File: src/rtl/turn_controller_pkg.sv
// Shared types and helpers for the paper-soccer turn sequencer.
// Holds direction/state encodings, colour constants, step lookups
// and the goal-mouth predicate used by the legality checker.
package turn_controller_pkg;

  localparam logic COLOR_BLUE = 1'b0;
  localparam logic COLOR_RED  = 1'b1;

  typedef enum logic [2:0] {
    DIR_A = 3'd0, DIR_B = 3'd1, DIR_C = 3'd2, DIR_D = 3'd3,
    DIR_E = 3'd4, DIR_F = 3'd5, DIR_G = 3'd6, DIR_H = 3'd7
  } dir_e;

  typedef enum logic [2:0] {
    S_IDLE, S_ASK, S_WAIT, S_RD, S_RD2, S_WR, S_CHK, S_OVER
  } state_e;

  // Horizontal step of a direction: b/c/d go right, f/g/h go left.
  function automatic logic signed [8:0] dir_dx(input dir_e d);
    case (d)
      DIR_B, DIR_C, DIR_D: dir_dx = 9'sd1;
      DIR_F, DIR_G, DIR_H: dir_dx = -9'sd1;
      default:             dir_dx = 9'sd0;
    endcase
  endfunction

  // Vertical step of a direction: h/a/b go up, d/e/f go down.
  function automatic logic signed [8:0] dir_dy(input dir_e d);
    case (d)
      DIR_H, DIR_A, DIR_B: dir_dy = 9'sd1;
      DIR_D, DIR_E, DIR_F: dir_dy = -9'sd1;
      default:             dir_dy = 9'sd0;
    endcase
  endfunction

  // True when x is one of the three goal-mouth columns w/2-1, w/2, w/2+1.
  function automatic logic in_goal(input logic [7:0] x, input logic [7:0] w);
    logic [8:0] half;
    logic [8:0] xe;
    half = {1'b0, w} >> 1;
    xe   = {1'b0, x};
    in_goal = (xe + 9'd1 == half) || (xe == half) || (xe == half + 9'd1);
  endfunction

endpackage

File: src/rtl/turn_controller_if.sv
// Board-memory access port between the sequencer and the memory arbiter.
// Address/direction/we are held stable by the master while req is high;
// read data returns the cycle after a granted read.
interface turn_controller_if;
  logic       mem_req;
  logic       mem_gnt;
  logic       mem_we;
  logic [7:0] mem_x;
  logic [7:0] mem_y;
  logic [2:0] mem_dir;
  logic       mem_edge_used;
  logic       mem_node_visited;

  modport master (
    output mem_req, mem_we, mem_x, mem_y, mem_dir,
    input  mem_gnt, mem_edge_used, mem_node_visited
  );

  modport slave (
    input  mem_req, mem_we, mem_x, mem_y, mem_dir,
    output mem_gnt, mem_edge_used, mem_node_visited
  );
endinterface

File: src/rtl/turn_controller_move_legality.sv
// Geometric move check: target node, bounds, border walk, border and goal hits.
// Purely combinational, zero latency.
// No handshake; the caller holds inputs stable while it samples the outputs.
module move_legality
  import turn_controller_pkg::*;
(
  input  logic [7:0] x,
  input  logic [7:0] y,
  input  logic [7:0] width,
  input  logic [7:0] length,
  input  dir_e       dir,
  output logic [7:0] nx,
  output logic [7:0] ny,
  output logic       geo_ok,
  output logic       on_border,
  output logic       goal,
  output logic       goal_color
);

  logic signed [8:0] sx;
  logic signed [8:0] sy;
  logic              in_bounds;
  logic              border_walk;

  // Target node and all edge-independent legality/outcome flags.
  always_comb begin
    sx = $signed({1'b0, x}) + dir_dx(dir);
    sy = $signed({1'b0, y}) + dir_dy(dir);
    in_bounds = (sx >= 9'sd0) && (sx <= $signed({1'b0, width})) &&
                (sy >= 9'sd0) && (sy <= $signed({1'b0, length}));
    border_walk = (((dir == DIR_C) || (dir == DIR_G)) && ((y == 8'd0) || (y == length))) ||
                  (((dir == DIR_A) || (dir == DIR_E)) && ((x == 8'd0) || (x == width)));
    geo_ok     = in_bounds && !border_walk;
    nx         = sx[7:0];
    ny         = sy[7:0];
    on_border  = (nx == 8'd0) || (nx == width) || (ny == 8'd0) || (ny == length);
    goal       = in_bounds && ((ny == length) || (ny == 8'd0)) && in_goal(nx, width);
    goal_color = (ny == length) ? COLOR_BLUE : COLOR_RED;
  end

endmodule

File: src/rtl/turn_controller.sv
// Paper-soccer sequencer: collects a move, validates it against board memory, commits it.
// Human strobe to ball update is 4 cycles with immediate grants.
// Stalls in RD/WR while mem_gnt is low; moves from the inactive source are dropped.
module turn_controller
  import turn_controller_pkg::*;
#(
  parameter logic AI_COLOR    = COLOR_BLUE,
  parameter logic FIRST_COLOR = COLOR_RED
) (
  input  logic       clk,
  input  logic       rst,
  input  logic       start_game,
  input  logic [7:0] width_in,
  input  logic [7:0] length_in,
  input  logic [2:0] human_dir,
  input  logic       human_dir_valid,
  output logic       ai_my_turn,
  output logic [7:0] ai_x,
  output logic [7:0] ai_y,
  output logic [7:0] ai_width,
  output logic [7:0] ai_length,
  output logic       ai_color,
  input  logic       ai_idle,
  input  logic [2:0] ai_direction,
  input  logic       ai_direction_valid,
  turn_controller_if.master mem,
  output logic [7:0] ball_x,
  output logic [7:0] ball_y,
  output logic       turn_color,
  output logic       move_reject,
  output logic       game_over,
  output logic       winner
);

  state_e     state, nstate;
  logic [7:0] width, length;
  logic       turn;
  dir_e       dir_q;
  logic       visited_q, goal_q, goal_color_q, bounce_q;

  logic       load_game, cap_dir, latch_vis, commit, toggle, end_game, win_val;
  logic [7:0] nx, ny;
  logic       geo_ok, on_border, goal, goal_color;

  wire  ai_turn = (turn == AI_COLOR);
  wire  act_vld = ai_turn ? ai_direction_valid : human_dir_valid;
  wire  dir_e act_dir = dir_e'(ai_turn ? ai_direction : human_dir);

  move_legality u_legal (
    .x(ball_x), .y(ball_y), .width(width), .length(length), .dir(dir_q),
    .nx(nx), .ny(ny), .geo_ok(geo_ok), .on_border(on_border),
    .goal(goal), .goal_color(goal_color)
  );

  // State register; reset aborts any game and drops mem_req immediately.
  always_ff @(posedge clk or posedge rst) begin
    if (rst) state <= S_IDLE;
    else     state <= nstate;
  end

  // Next-state and per-state control strobes.
  always_comb begin
    nstate      = state;
    ai_my_turn  = 1'b0;
    move_reject = 1'b0;
    load_game   = 1'b0;
    cap_dir     = 1'b0;
    latch_vis   = 1'b0;
    commit      = 1'b0;
    toggle      = 1'b0;
    end_game    = 1'b0;
    win_val     = COLOR_BLUE;
    case (state)
      S_IDLE, S_OVER: if (start_game) begin
        load_game = 1'b1;
        nstate    = S_ASK;
      end
      S_ASK: if (!ai_turn || ai_idle) begin
        ai_my_turn = ai_turn;
        if (act_vld) begin
          cap_dir = 1'b1;
          nstate  = S_RD;
        end else begin
          nstate  = S_WAIT;
        end
      end
      S_WAIT: if (act_vld) begin
        cap_dir = 1'b1;
        nstate  = S_RD;
      end
      S_RD: if (mem.mem_gnt) nstate = S_RD2;
      S_RD2: begin
        latch_vis = 1'b1;
        if (geo_ok && !mem.mem_edge_used) begin
          nstate = S_WR;
        end else if (ai_turn) begin
          // An AI with no legal move still reports something; that forfeits.
          end_game = 1'b1;
          win_val  = ~AI_COLOR;
          nstate   = S_OVER;
        end else begin
          move_reject = 1'b1;
          nstate      = S_WAIT;
        end
      end
      S_WR: if (mem.mem_gnt) begin
        commit = 1'b1;
        nstate = S_CHK;
      end
      S_CHK: if (goal_q) begin
        end_game = 1'b1;
        win_val  = goal_color_q;
        nstate   = S_OVER;
      end else begin
        toggle = !bounce_q;
        nstate = S_ASK;
      end
      default: nstate = S_IDLE;
    endcase
  end

  // Game context, ball, turn and move bookkeeping.
  always_ff @(posedge clk or posedge rst) begin
    if (rst) begin
      width        <= 8'd0;
      length       <= 8'd0;
      ball_x       <= 8'd0;
      ball_y       <= 8'd0;
      turn         <= 1'b0;
      winner       <= 1'b0;
      dir_q        <= DIR_A;
      visited_q    <= 1'b0;
      goal_q       <= 1'b0;
      goal_color_q <= 1'b0;
      bounce_q     <= 1'b0;
    end else begin
      if (load_game) begin
        width  <= width_in;
        length <= length_in;
        ball_x <= width_in >> 1;
        ball_y <= length_in >> 1;
        turn   <= FIRST_COLOR;
        winner <= 1'b0;
      end
      if (cap_dir)   dir_q     <= act_dir;
      if (latch_vis) visited_q <= mem.mem_node_visited;
      if (commit) begin
        // Outcome flags come from the pre-move ball, so capture them with the move.
        ball_x       <= nx;
        ball_y       <= ny;
        goal_q       <= goal;
        goal_color_q <= goal_color;
        bounce_q     <= visited_q | on_border;
      end
      if (toggle)   turn   <= ~turn;
      if (end_game) winner <= win_val;
    end
  end

  assign mem.mem_req = (state == S_RD) || (state == S_WR);
  assign mem.mem_we  = (state == S_WR);
  assign mem.mem_x   = ball_x;
  assign mem.mem_y   = ball_y;
  assign mem.mem_dir = dir_q;

  assign ai_x       = ball_x;
  assign ai_y       = ball_y;
  assign ai_width   = width;
  assign ai_length  = length;
  assign ai_color   = AI_COLOR;
  assign turn_color = turn;
  assign game_over  = (state == S_OVER);

endmodule

File: src/flat_wrapper.sv
// flat-port wrapper written by rule: the top's interface ports become plain ports
module turn_controller_flat import turn_controller_pkg::*;
#(
  parameter logic AI_COLOR    = COLOR_BLUE,
  parameter logic FIRST_COLOR = COLOR_RED
)
  (clk, rst, start_game, width_in, length_in, human_dir, human_dir_valid, ai_my_turn, ai_x, ai_y, ai_width, ai_length, ai_color, ai_idle, ai_direction, ai_direction_valid, ball_x, ball_y, turn_color, move_reject, game_over, winner, mem_mem_req, mem_mem_we, mem_mem_x, mem_mem_y, mem_mem_dir, mem_mem_gnt, mem_mem_edge_used, mem_mem_node_visited);
  turn_controller_if mem_i ();
  input  logic clk;
  input  logic rst;
  input  logic start_game;
  input  logic [7:0] width_in;
  input  logic [7:0] length_in;
  input  logic [2:0] human_dir;
  input  logic human_dir_valid;
  output logic ai_my_turn;
  output logic [7:0] ai_x;
  output logic [7:0] ai_y;
  output logic [7:0] ai_width;
  output logic [7:0] ai_length;
  output logic ai_color;
  input  logic ai_idle;
  input  logic [2:0] ai_direction;
  input  logic ai_direction_valid;
  output logic [7:0] ball_x;
  output logic [7:0] ball_y;
  output logic turn_color;
  output logic move_reject;
  output logic game_over;
  output logic winner;
  output wire logic [$bits(mem_i.mem_req)-1:0] mem_mem_req;
  output wire logic [$bits(mem_i.mem_we)-1:0] mem_mem_we;
  output wire logic [$bits(mem_i.mem_x)-1:0] mem_mem_x;
  output wire logic [$bits(mem_i.mem_y)-1:0] mem_mem_y;
  output wire logic [$bits(mem_i.mem_dir)-1:0] mem_mem_dir;
  input wire logic [$bits(mem_i.mem_gnt)-1:0] mem_mem_gnt;
  input wire logic [$bits(mem_i.mem_edge_used)-1:0] mem_mem_edge_used;
  input wire logic [$bits(mem_i.mem_node_visited)-1:0] mem_mem_node_visited;
  assign mem_mem_req = mem_i.mem_req;
  assign mem_mem_we = mem_i.mem_we;
  assign mem_mem_x = mem_i.mem_x;
  assign mem_mem_y = mem_i.mem_y;
  assign mem_mem_dir = mem_i.mem_dir;
  assign mem_i.mem_gnt = mem_mem_gnt;
  assign mem_i.mem_edge_used = mem_mem_edge_used;
  assign mem_i.mem_node_visited = mem_mem_node_visited;
  turn_controller #(.AI_COLOR(AI_COLOR), .FIRST_COLOR(FIRST_COLOR)) u_core (.clk(clk), .rst(rst), .start_game(start_game), .width_in(width_in), .length_in(length_in), .human_dir(human_dir), .human_dir_valid(human_dir_valid), .ai_my_turn(ai_my_turn), .ai_x(ai_x), .ai_y(ai_y), .ai_width(ai_width), .ai_length(ai_length), .ai_color(ai_color), .ai_idle(ai_idle), .ai_direction(ai_direction), .ai_direction_valid(ai_direction_valid), .mem(mem_i), .ball_x(ball_x), .ball_y(ball_y), .turn_color(turn_color), .move_reject(move_reject), .game_over(game_over), .winner(winner));
endmodule
File: config.mk
export PLATFORM = sky130hd
export DESIGN_NAME = turn_controller_flat
export DESIGN_NICKNAME = d
export VERILOG_FILES = /design/src/rtl/turn_controller_pkg.sv /design/src/rtl/turn_controller_if.sv /design/src/rtl/turn_controller_move_legality.sv /design/src/rtl/turn_controller.sv /design/src/flat_wrapper.sv
export SDC_FILE = /design/constraint.sdc
export NUM_CORES = 1
export LEC_CHECK = 0
export CAP_MARGIN = 30
export CORE_AREA = 2 2 91 93
export CTS_CLUSTER_DIAMETER = 200
export DETAILED_ROUTE_END_ITERATION = 6
export DIE_AREA = 0 0 93 95
export PLACE_DENSITY = 0.85
export SLEW_MARGIN = 10
export SYNTH_ARGS = -nofsm -noshare
export SYNTH_HDL_FRONTEND = slang
export SYNTH_SLANG_ARGS = --single-unit
File: constraint.sdc
create_clock -name clk -period 12.71 [get_ports clk]
set_input_delay 1.271 -clock clk [delete_from_list [all_inputs] [get_ports clk]]
set_output_delay 1.271 -clock clk [all_outputs]
set_load 0.05 [all_outputs]
======== Word level (Yosys, flattened, before mapping) ========
Index checks and enable logic that the tools add are counted.
word-level totals
  flip-flop bits (word level) ............. 44
  input port bits ......................... 31
  output and inout port bits .............. 75
  word-level logic and storage cells ...... 132
operators by class
  add/subtract/negate cells ............... 4
  order comparisons ....................... 4
  equal/unequal tests ..................... 26
  mux-type cells .......................... 44
  bitwise operators ....................... 2
  reduce and logical (&&, ||, !) cells .... 40
operators by type and width
  operator               count
  $eq A8 B8 Y1           5
  $pmux W9 S2            2
  $logic_not A8 Y1       4
  $mux W8                4
  $mux W3                9
  $mux W1                25
  $eq A3 B3 Y1 const B   8
  $pmux W3 S7            1
  $add A9 B9 Y9          2
  $ge A9 B1 Y1 const B   2
  $le A9 B9 Y1           2
  $logic_or A1 B1 Y1     13
  $eq A3 B2 Y1 const B   4
  $reduce_or A3 Y1       4
  $add A8 B1 Y9 const B  1
  $eq A9 B7 Y1           1
  $logic_and A1 B1 Y1    9
  $add A7 B1 Y8 const B  1
  $eq A8 B7 Y1           1
  $eq A3 B1 Y1 const B   2
  $logic_not A3 Y1       2
  $ne A2 B1 Y1 const B   3
  $pmux W1 S2            3
  $reduce_bool A2 Y1     3
  6 further kinds        9

======== Depth between registers and ports, before layout ========
Gate-level depths: netlist of run 1.
  depth after elaboration ................. 13
  depth in mapped cells ................... 18

======== Modules after synthesis ========
Synthesis of run 1 repeated with hierarchy kept, for this count alone.
unflattened totals
  cells, all modules ...................... 495
  area, all modules ....................... 4,306.6 µm²
modules (own cells, without submodules)
  module           instances  cells each  area each (µm²)  sequential area each (µm²)
  turn_controller  1          224         2,318.5          1,101.1
  move_legality    1          271         1,988.2          0.0

======== Worst setup path before layout of run 1 ========
No wires, ideal clock.
  path kind ............................... register -> output
  start ................................... register u_core.dir_q[1] (netlist: u_core.mem.mem_dir[1])
  end ..................................... output port move_reject
  data arrival time ....................... 4.318 ns
  data required time ...................... 11.439 ns
  path slack .............................. 7.121 ns
  cell stages (with the launch flop) ...... 17
  buffers on the path ..................... 0
  cell sequence ........................... dfrtp_1 -> or2_2 -> nand2_1 -> inv_1 -> ha_1 -> or4_1 -> nand3_1 -> xor2_2 -> inv_1 -> ha_1 -> nand3_1 -> o211a_1 -> a21oi_1 -> a2111o_1 -> nand4b_1 -> nand2_1 -> nor2_1
between the ends
  cells in the longest elaborated chain, start to end .. 12
  elaborated cells between the ends (all ways) .. 33
ends and longest elaborated chain
  item                                          RTL line                                                        source
  from (decl)                                   turn_controller.sv:38                                           dir_e dir_q;
  from (signal assigned)                        turn_controller.sv:145                                          if (cap_dir) dir_q <= act_dir;
  $eq A3 B3 Y1, or another cell as far along    turn_controller_pkg.sv:20, turn_controller_move_legality.sv:31
  $reduce_or A3 Y1                              turn_controller_pkg.sv:20                                       case (d)
  $pmux W9 S2                                   turn_controller_pkg.sv:20
  $add A9 B9 Y9                                 turn_controller_move_legality.sv:27                             sx = $signed({1'b0, x}) + dir_dx(dir);
  $ge A9 B1 Y1 or $le A9 B9 Y1 (tied branches)  turn_controller_move_legality.sv:29                             in_bounds = (sx >= 9'sd0) && (sx <= $signed({1'b0, width})) &&
  $logic_and A1 B1 Y1 (2 in series)             turn_controller_move_legality.sv:29
  $logic_and A1 B1 Y1                           turn_controller_move_legality.sv:30                             (sy >= 9'sd0) && (sy <= $signed({1'b0, length}));
  $logic_and A1 B1 Y1 (*)                       turn_controller_move_legality.sv:33                             geo_ok = in_bounds && !border_walk;
  $logic_and A1 B1 Y1 (*)                       turn_controller.sv:94                                           if (geo_ok && !mem.mem_edge_used) begin
  $mux W1 (*)                                   turn_controller.sv:94
  $mux W1 (*)                                   turn_controller.sv:73                                           case (state)
  to (decl)                                     flat_wrapper.sv:28                                              output logic move_reject;
Every way passes the cells marked *; elsewhere a longest branch is shown, timed or not.

======== Worst setup path in the final report of run 1 ========
Ends and elaborated chain as after synthesis.

==> flow_metrics.env, run 1 <==
export IMPL_drt_iter0_drc=385
export IMPL_antenna_found_initial=0
export IMPL_period_share_pct=53.1
export IMPL_post_cts_buffers=0
export IMPL_crit_fanout=10
export IMPL_gr_total_overflow=0
export IMPL_outcome="completed"
export IMPL_cp_startpoint="u_core.mem.mem_dir[1]"
export IMPL_synth_top_area_cell="dfrtp_1"
export IMPL_synth_warnings=0
export IMPL_clockBufferDepth=2
export IMPL_cts_max_level=2
export IMPL_synth_seq_cells=44
export IMPL_drtPass1Iterations=5
export IMPL_reg2reg_depth=17
export IMPL_drv_slew=0
export IMPL_startpoint_type="flip-flop"
export IMPL_synth_edf_count=0
export IMPL_rsz0062_at_grt="no"
export IMPL_pin_count=106
export IMPL_hold_viol_final=0
export IMPL_synth_area_um2=4130
export IMPL_path_clk_slew_ps=80
export IMPL_synthToLayoutAreaGrowth_pct=24.1
export IMPL_clock_skew_ps=7.56
export IMPL_num_vias=4026
export IMPL_start_util_pct=52.1
export IMPL_crit_arrival_ps=5480
export IMPL_cts_sinks=44
export IMPL_reg2reg_slack_ps=7920
export IMPL_grt_pass1_wl_um=18800
export IMPL_dieArea_um2=8840
export IMPL_diodes=0
export IMPL_wirelength_um=11700
export IMPL_cts_tree="built"
export IMPL_criticalPathCategory="flip-flop to primary output"
export IMPL_yosysMostFrequentCell="nand2_1"
export IMPL_hold_depth=1
export IMPL_synth_async_reset_ratio_pct=100
export IMPL_wl_per_cell_um=17.3
export IMPL_port_buffers=104
export IMPL_die_h_um=95
export IMPL_ys_flop_type="dfrtp_1"
export IMPL_ys_seq_area_share_pct=26.7
export IMPL_clock_fmax_ghz=0.148
export IMPL_synth_area_leaders="dfrtp_1, ha_1, xnor2_1"
export IMPL_post_dp_hpwl_um=9030
export IMPL_hold_buffers=0
export IMPL_rows=33
export IMPL_hold_start="u_core.bounce_q"
export IMPL_synth_cell_types=61
export IMPL_grt_usage_pct=26.8
export IMPL_synth_top_cells_by_count="nand2_1, dfrtp_1, o21ai_0, ha_1, inv_1"
export IMPL_clk_latency_ps=300
export IMPL_routed_via_density=5.96
export IMPL_cap_violations=0
export IMPL_crit_reg2reg_launch="u_core.mem.mem_dir[1]"
export IMPL_slew_headroom_pct=38.6
export IMPL_core_area_um2=7930
export IMPL_yosysTopAreaCellShare_pct=26.7
export IMPL_cts_root_buf="clkbuf_8"
export IMPL_ant_nets=0
export IMPL_setup_viol=0
export IMPL_synth_nets=572
export IMPL_rr_endpoint="u_core.goal_q"
export IMPL_grt_start_max_net_pins=45
export IMPL_postCtsResizedCells=0
export IMPL_place_gp_congestion=0.900
export IMPL_grt_pass1_vias=3894
export IMPL_required_ps=11440
export IMPL_drive_gt1_share_pct=5.25
export IMPL_num_fill_cells=678
export IMPL_die_width_um=93
export IMPL_fin_tns_setup_ps=0
export IMPL_fin_nets=639
export IMPL_min_to="u_core.bounce_q"
export IMPL_hold_path_class="flip-flop to flip-flop"
export IMPL_period_needed_ps=6750
export IMPL_synthCells=503
export IMPL_crit_path_end_kind="primary output"
export IMPL_route_detailed_drc=0
export IMPL_worstMarginPinSlew_ps=896
export IMPL_syn_area_per_cell_um2=8.21
export IMPL_cts_buffers=5
per-layer routing:
layer  up-vias  routed length (um)  global-route usage [%]
met3        28                 713                    3.03
met1      1909                4750                    33.8
met2       191                5940                    47.5
li1       1898                   -                       -
met5         -                   0                       0
met4         0                 316                    9.80
through the flow:
step / util (%) / cell area, um2 / instances / hold slack (ps) / worst slack (ps)
after global placement: 63.3 / 5010 / 666 / 476 / 6610
after CTS: 64.5 / 5120 / 675 / 532 / 6010
after detailed placement: 63.4 / 5020 / 667 / 513 / 6350
after floorplan: - / 4130 / 503 / 451 / 7120
after global routing: 64.6 / 5120 / 676 / 565 / 5640
final: 64.6 / 5120 / 676 / 523 / 5960
how the worst max path moves through the flow:
stage | endpoint | slack (ps)
after detailed placement | move_reject | 6350
final | move_reject | 5960
after global placement | move_reject | 6610
after global routing | move_reject | 5640
after floorplan | move_reject | 7120
after CTS | move_reject | 6010
flip-flops by register name (all words and copies together) (netlist names):
name,count
u_core.state,3
u_core.ai_length,8
u_core.goal_q,1
u_core.ai_y,8
u_core.turn_color,1
u_core.ai_x,8
u_core.bounce_q,1
u_core.visited_q,1
u_core.ai_width,8
u_core.winner,1
u_core.mem.mem_dir,3
u_core.goal_color_q,1
worst max-delay path, cell delays in order, from the launching register on:
cell             delay (ps)
dfrtp_1                 490
nand2_1                 100
mux2i_1                 680
ha_1                    440
a211oi_2                270
o21bai_1                100
a21oi_1                 230
xor2_2                  220
inv_1                    60
ha_1                    300
a2111oi_0               430
nand2_1                  90
a31o_1                  210
a2111o_1                360
nand4b_1                250
nand2_1                 160
nor2_1                   70
clkdlybuf4s50_1         700
cell families after synthesis:
kind of cell | Yosys count | share of synthesized area (%)
and+or+nand+nor | 165 | 19.4
buffers and inverters | 83 | 10.6
adders and majority gates | 38 | 11.9
xor gates and xnor gates | 42 | 10.0
DFF | 44 | 26.7
muxes | 9 | 2.24
AOI/OAI and AO/OA | 121 | 19.1
other | 1 | 0.0908
cell type report:
type	instances	area [um2]	share of cell area, %
Tap cell	105	131	2.56
Clock buffer	7	86.3	1.68
Sequential cell	44	1100	21.5
Timing Repair Buffer	108	1070	20.9
Clock inverter	1	7.51	0.147
Multi-Input combinational cell	376	2590	50.6
Inverter	35	131	2.56
placed cells by master, fill, tap and decap left out, types with 4 or more instances in the layout:
master and count:
xor2_1 7, o21a_1 5, nor4_1 8, ha_1 36, dfrtp_1 44, o21ai_0 38
clkdlybuf4s50_1 104, o211ai_1 7, nor3_1 10, buf_4 4, mux2i_1 7, nand3_1 19
inv_1 34, a31oi_1 6, nand4b_1 4, a21oi_1 23, nand4_1 10, xnor2_1 29
clkbuf_8 6, nand2_1 66, nor2_1 24, a22oi_1 7
Power of run 1 is not shown: default switching activity piles up to over one toggle a cycle in this logic, so the estimate is an artifact.
==> inputs of run 2 (changes only) <==
--- a/config.mk
+++ b/config.mk
@@ -6,11 +6,11 @@
 export NUM_CORES = 1
 export LEC_CHECK = 0
 export CAP_MARGIN = 30
-export CORE_AREA = 2 2 91 93
+export CORE_AREA = 2 2 99 101
 export CTS_CLUSTER_DIAMETER = 200
 export DETAILED_ROUTE_END_ITERATION = 6
-export DIE_AREA = 0 0 93 95
-export PLACE_DENSITY = 0.85
+export DIE_AREA = 0 0 101 103
+export PLACE_DENSITY = 0.76
 export SLEW_MARGIN = 10
 export SYNTH_ARGS = -nofsm -noshare
 export SYNTH_HDL_FRONTEND = slang
==> constraint.sdc (replaced) <==
create_clock -name clk -period 5.8 [get_ports clk]
set_input_delay 0.58 -clock clk [delete_from_list [all_inputs] [get_ports clk]]
set_output_delay 0.58 -clock clk [all_outputs]
set_load 0.05 [all_outputs]
==> run 2 against run 1 <==
Against the previous run:
- hold slack better by 1.6 ps
- count of clock-buffer cells in the layout down 1
- flip-flop and latch count unchanged
- die area up 18%
- critical endpoint unchanged
==> flow_metrics.env, run 2 (same netlist as run 1, synthesis figures left out) <==
export IMPL_route_detailed_drc=0
export IMPL_port_buffers=104
export IMPL_drt_iter0_drc=353
export IMPL_required_ps=5220
export IMPL_grt_pass1_vias=3963
export IMPL_wirelength_um=12500
export IMPL_synthToLayoutAreaGrowth_pct=25.6
export IMPL_rr_endpoint="u_core.goal_q"
export IMPL_routed_via_density=5.86
export IMPL_whs_ps=525
export IMPL_placed_cells=682
export IMPL_period_needed_ps=5200
export IMPL_core_area_um2=9460
export IMPL_place_gp_congestion=0.956
export IMPL_reg2reg_slack_ps=1470
export IMPL_drive_gt1_share_pct=6.42
export IMPL_cts_max_level=2
export IMPL_die_width_um=101
export IMPL_grt_pass1_wl_um=19800
export IMPL_crit_path_end_kind="primary output"
export IMPL_drv_slew=0
export IMPL_fin_tns_setup_ps=0
export IMPL_drtPass1Iterations=5
export IMPL_hold_viol_final=0
export IMPL_diodes=0
export IMPL_die_h_um=103
export IMPL_slew_headroom_pct=56.1
export IMPL_cts_buffers=5
export IMPL_grt_start_max_net_pins=45
export IMPL_antenna_found_initial=0
export IMPL_crit_reg2reg_launch="u_core.mem.mem_dir[1]"
export IMPL_cts_sinks=44
export IMPL_fin_cells=690
export IMPL_rows=36
export IMPL_cts_tree="built"
export IMPL_period_share_pct=89.6
export IMPL_pin_count=106
export IMPL_gr_total_overflow=0
export IMPL_path_clk_slew_ps=100
export IMPL_start_util_pct=43.7
export IMPL_outcome="completed"
export IMPL_final_cell_mix="clkdlybuf4s50_1, nand2_1, dfrtp_1"
export IMPL_worstSetupEndpoint="move_reject"
export IMPL_num_vias=4046
export IMPL_clock_skew_ps=9.05
export IMPL_cts_root_buf="clkbuf_8"
export IMPL_crit_fanout=8
export IMPL_clock_fmax_ghz=0.192
export IMPL_wl_per_cell_um=18.1
export IMPL_hold_path_class="flip-flop to flip-flop"
export IMPL_ant_nets=0
export IMPL_criticalPathCategory="flip-flop to primary output"
export IMPL_rsz0062_at_grt="no"
export IMPL_setup_viol=0
export IMPL_startpoint_type="flip-flop"
export IMPL_fin_nets=644
export IMPL_final_common_cell="clkdlybuf4s50_1"
export IMPL_clk_latency_ps=300
export IMPL_worstMarginPinSlew_ps=654
export IMPL_grt_usage_pct=24.0
export IMPL_crit_arrival_ps=4620
export IMPL_clockBufferDepth=2
export IMPL_cp_startpoint="u_core.mem.mem_dir[1]"
export IMPL_cap_violations=0
export IMPL_reg2reg_depth=17
export IMPL_post_dp_hpwl_um=9660
export IMPL_dieArea_um2=10400
==> run 2: cell types whose count changed in the layout (fill, tap and decap cells not counted), sizes merged <==
cell	change
buf	+5
clkbuf	-1
clkdlybuf4s50	-1
clkinvlp	+1
dlymetal6s2s	+1
==> run 2: metal layers <==
metal | part of all wire [%] | vias up | track usage [%]
met5 | 0 | - | 0
met4 | 3.2 | 0 | 9.56
met3 | 4.7 | 36 | 2.71
met2 | 51 | 170 | 43.9
met1 | 41 | 1943 | 28.8
li1 | - | 1897 | -
==> run 2: what timing repair did <==
action                     in CTS  in global routing
setup buffers                   0                  0
gates resized for setup         0                  2
setup endpoints to repair       0                  1
hold buffers                    0                  0
==> run 2: per-stage QoR <==
stage | util (%) | cell area, um2 | setup slack [ps]
finish | 54.8 | 5190 | 601
detailed placement | 53.7 | 5080 | 474
floorplan | - | 4130 | 902
global placement | 53.6 | 5070 | 549
CTS | 54.8 | 5180 | 116
global route | 54.8 | 5190 | 304
==> run 2: how the worst min path moves through the flow <==
| stage | endpoint | cells after the start | slack, ps | from |
|---|---|---|---|---|
| final | u_core.goal_color_q | 2 | 520 | u_core.goal_color_q |
| after detailed placement | u_core.goal_color_q | 2 | 480 | u_core.goal_color_q |
| after floorplan | u_core.goal_color_q | 2 | 450 | u_core.goal_color_q |
| after CTS | u_core.goal_color_q | 2 | 520 | u_core.goal_color_q |
| after global routing | u_core.bounce_q | 1 | 550 | u_core.bounce_q |
| after global placement | u_core.goal_color_q | 2 | 470 | u_core.goal_color_q |
==> run 2: final cells by class <==
type | count | area (um2)
tap | 114 | 143
timing repair buffer | 113 | 1110
fill | 897 | 4270
clock buffer | 6 | 82.6
clock inverter | 2 | 15.0
inverter | 35 | 131
multi-input combinational | 376 | 2600
sequential | 44 | 1100
==> run 2: worst max-delay path: stages, from the launching register on <==
cell and delay (ps):
dfrtp_1 500, nand2_1 110, mux2i_2 330, ha_1 370, a211oi_2 270, o21bai_1 100
a21oi_1 230, xor2_2 220, inv_1 70, ha_1 300, a2111oi_0 380, nand2_1 90
a31o_1 230, a2111o_1 360, nand4b_1 230, nand2_1 150, nor2_1 60, dlymetal6s2s_1 300
Power of run 2 is left out for the same reason.
==> inputs of run 3 (changes only) <==
--- a/config.mk
+++ b/config.mk
@@ -5,12 +5,14 @@
 export SDC_FILE = /design/constraint.sdc
 export NUM_CORES = 1
 export LEC_CHECK = 0
+export ABC_AREA = 1
 export CAP_MARGIN = 30
-export CORE_AREA = 2 2 99 101
+export CORE_AREA = 2 2 101 103
 export CTS_CLUSTER_DIAMETER = 200
 export DETAILED_ROUTE_END_ITERATION = 6
-export DIE_AREA = 0 0 101 103
-export PLACE_DENSITY = 0.76
+export DIE_AREA = 0 0 103 105
+export PLACE_DENSITY = 0.77
+export SETUP_SLACK_MARGIN = 0.5
 export SLEW_MARGIN = 10
 export SYNTH_ARGS = -nofsm -noshare
 export SYNTH_HDL_FRONTEND = slang
==> run 3 against run 2 <==
Against the previous run:
- register-to-register slack improved by 850 ps
- setup slack improved by 350 ps
- highest routed layer unchanged
- non-clock buffer count fell by 7
- cell count rose by 25%
- hold slack got worse by 25 ps
- wire length fell by 1.8%
- critical path depth rose by 7
==> flow_metrics.env, run 3 <==
export IMPL_setup_viol=0
export IMPL_crit_fanout=9
export IMPL_fin_tns_setup_ps=0
export IMPL_synth_warnings=0
export IMPL_startpoint_type="flip-flop"
export IMPL_cts_max_level=2
export IMPL_routed_via_density=5.17
export IMPL_drv_slew=0
export IMPL_period_needed_ps=4850
export IMPL_clk_latency_ps=300
export IMPL_syn_area_per_cell_um2=6.69
export IMPL_synth_cell_types=45
export IMPL_place_gp_congestion=0.956
export IMPL_synth_nets=727
export IMPL_rows=36
export IMPL_outcome="completed"
export IMPL_ys_seq_area_share_pct=25.0
export IMPL_clock_fmax_ghz=0.206
export IMPL_drt_iter0_drc=272
export IMPL_diodes=0
export IMPL_synth_edf_count=0
export IMPL_hold_viol_final=0
export IMPL_ant_nets=0
export IMPL_clockBufferDepth=2
export IMPL_gr_total_overflow=0
export IMPL_grt_pass1_wl_um=20400
export IMPL_worstMarginPinSlew_ps=700
export IMPL_grt_start_max_net_pins=45
export IMPL_die_width_um=103
export IMPL_cts_tree="built"
export IMPL_antenna_found_initial=0
export IMPL_period_share_pct=83.6
export IMPL_dieArea_um2=10800
export IMPL_synth_async_reset_ratio_pct=100
export IMPL_criticalPathCategory="flip-flop to primary output"
export IMPL_cap_violations=0
export IMPL_required_ps=5220
export IMPL_synth_area_um2=4400
export IMPL_hold_path_class="flip-flop to flip-flop"
export IMPL_num_fill_cells=963
export IMPL_cts_sinks=44
export IMPL_drtPass1Iterations=5
export IMPL_cts_root_buf="clkbuf_8"
export IMPL_grt_pass1_vias=4250
export IMPL_synth_top_cells_by_count="nand2_1, inv_1, dfrtp_1, nand3_1, nor2_1"
export IMPL_die_h_um=105
export IMPL_yosysTopAreaCellShare_pct=25.0
export IMPL_hold_buffers=0
export IMPL_pin_count=106
export IMPL_synth_seq_cells=44
export IMPL_post_cts_buffers=0
export IMPL_rsz0062_at_grt="no"
export IMPL_core_area_um2=9640
export IMPL_crit_arrival_ps=4270
export IMPL_post_dp_hpwl_um=9790
export IMPL_crit_path_end_kind="primary output"
export IMPL_port_buffers=104
export IMPL_fin_nets=800
export IMPL_hold_depth=2
export IMPL_slew_headroom_pct=53.3
export IMPL_clock_skew_ps=5.70
export IMPL_num_vias=4471
export IMPL_drive_gt1_share_pct=7.92
export IMPL_synth_area_leaders="dfrtp_1, nand2_1, ha_1"
export IMPL_wl_per_cell_um=14.2
export IMPL_final_cell_mix="nand2_1, clkdlybuf4s50_1, inv_1"
export IMPL_wirelength_um=12200
export IMPL_cts_buffers=5
export IMPL_route_detailed_drc=0
export IMPL_synthCells=658
export IMPL_synth_top_area_cell="dfrtp_1"
export IMPL_final_common_cell="nand2_1"
export IMPL_yosysMostFrequentCell="nand2_1"
export IMPL_ys_flop_type="dfrtp_1"
export IMPL_start_util_pct=45.7
export IMPL_path_clk_slew_ps=90
export IMPL_synthToLayoutAreaGrowth_pct=23.6
export IMPL_reg2reg_depth=25
export IMPL_grt_usage_pct=23.4
==> run 3: cell count changes in the layout (fill, tap and decap cells not counted), moves of 18 or more <==
cell,previous run,this run
nand2_1,66,193
inv_1,34,94
nand3_1,19,43
xnor2_1,29,5
o21ai_0,38,20
==> run 3: stage by stage <==
stage	area (um2)	instances	setup slack (ps)	hold WS [ps]	utilization, %
floorplan	4400	658	1570	450	-
global placement	5350	857	1200	470	55.5
detailed placement	5350	857	1120	480	55.5
CTS	5440	865	775	503	56.5
global route	5440	865	597	544	56.5
finish	5440	865	950	499	56.5
==> run 3: final cells by class <==
type                       instances  area, um2  area share [%]
tap                              133        166            3.06
inverter                         106        400            7.35
timing repair buffer             106       1060            19.4
multi-input combinational        468       2630            48.2
clock inverter                     1       7.51           0.138
sequential                        44       1100            20.2
clock buffer                       7       86.3            1.59
==> run 3: path summary, 6_finish.rpt <==
kind	start	to	slack [ps]
worst min-delay path	u_core.visited_q	u_core.visited_q	500
worst max register to register	u_core.mem.mem_dir[1]	u_core.state[1]	2320
worst max-delay path	u_core.mem.mem_dir[1]	move_reject	950
min in group asynchronous	rst	u_core.ai_x[0]	730
worst min register to register	u_core.visited_q	u_core.visited_q	500
max in group asynchronous	rst	u_core.ai_x[7]	4670
==> run 3: metal layers <==
metal	track usage (%)	vias up	share of wire [%]	wire, um
met3	3.14	16	5.5	673
li1	-	2228	-	-
met1	33.6	2070	47	5710
met2	37.2	157	47	5700
met5	0	-	0	0
met4	5.36	0	1.3	162
==> run 3: timing repair <==
action                                  in CTS  in global routing
hold endpoints to repair                     0                  0
endpoints found under the setup margin       0                  1
resized for setup                            0                  1
==> run 3: kinds of logic after synthesis <==
logic type | after synthesis | share of synthesized area [%]
AOI/OAI and AO/OA | 68 | 9.72
xor gates and xnor gates | 12 | 2.39
adders and majority gates | 38 | 11.1
buffers and inverters | 146 | 15.5
DFF | 44 | 25.0
muxes | 1 | 0.227
other | 1 | 0.0852
and+or+nand+nor | 348 | 36.0
==> run 3: worst max-delay path, stage by stage (launching register included) <==
cell,delay (ps)
dfrtp_1,440
nand2_1,80
nand2_1,60
nand2_1,60
inv_1,250
ha_1,350
a21oi_1,200
nand2_1,130
or2_2,290
nand2_1,110
inv_1,60
ha_1,260
nand2_1,60
nor2_1,80
nand2_1,60
nand3_1,70
nand2_1,50
nand2_1,60
nand2_1,50
nand2_1,50
nand2_1,70
nand3_1,120
o21bai_2,80
nor2_1,110
clkdlybuf4s50_1,820
Power of run 3 is left out for the same reason.
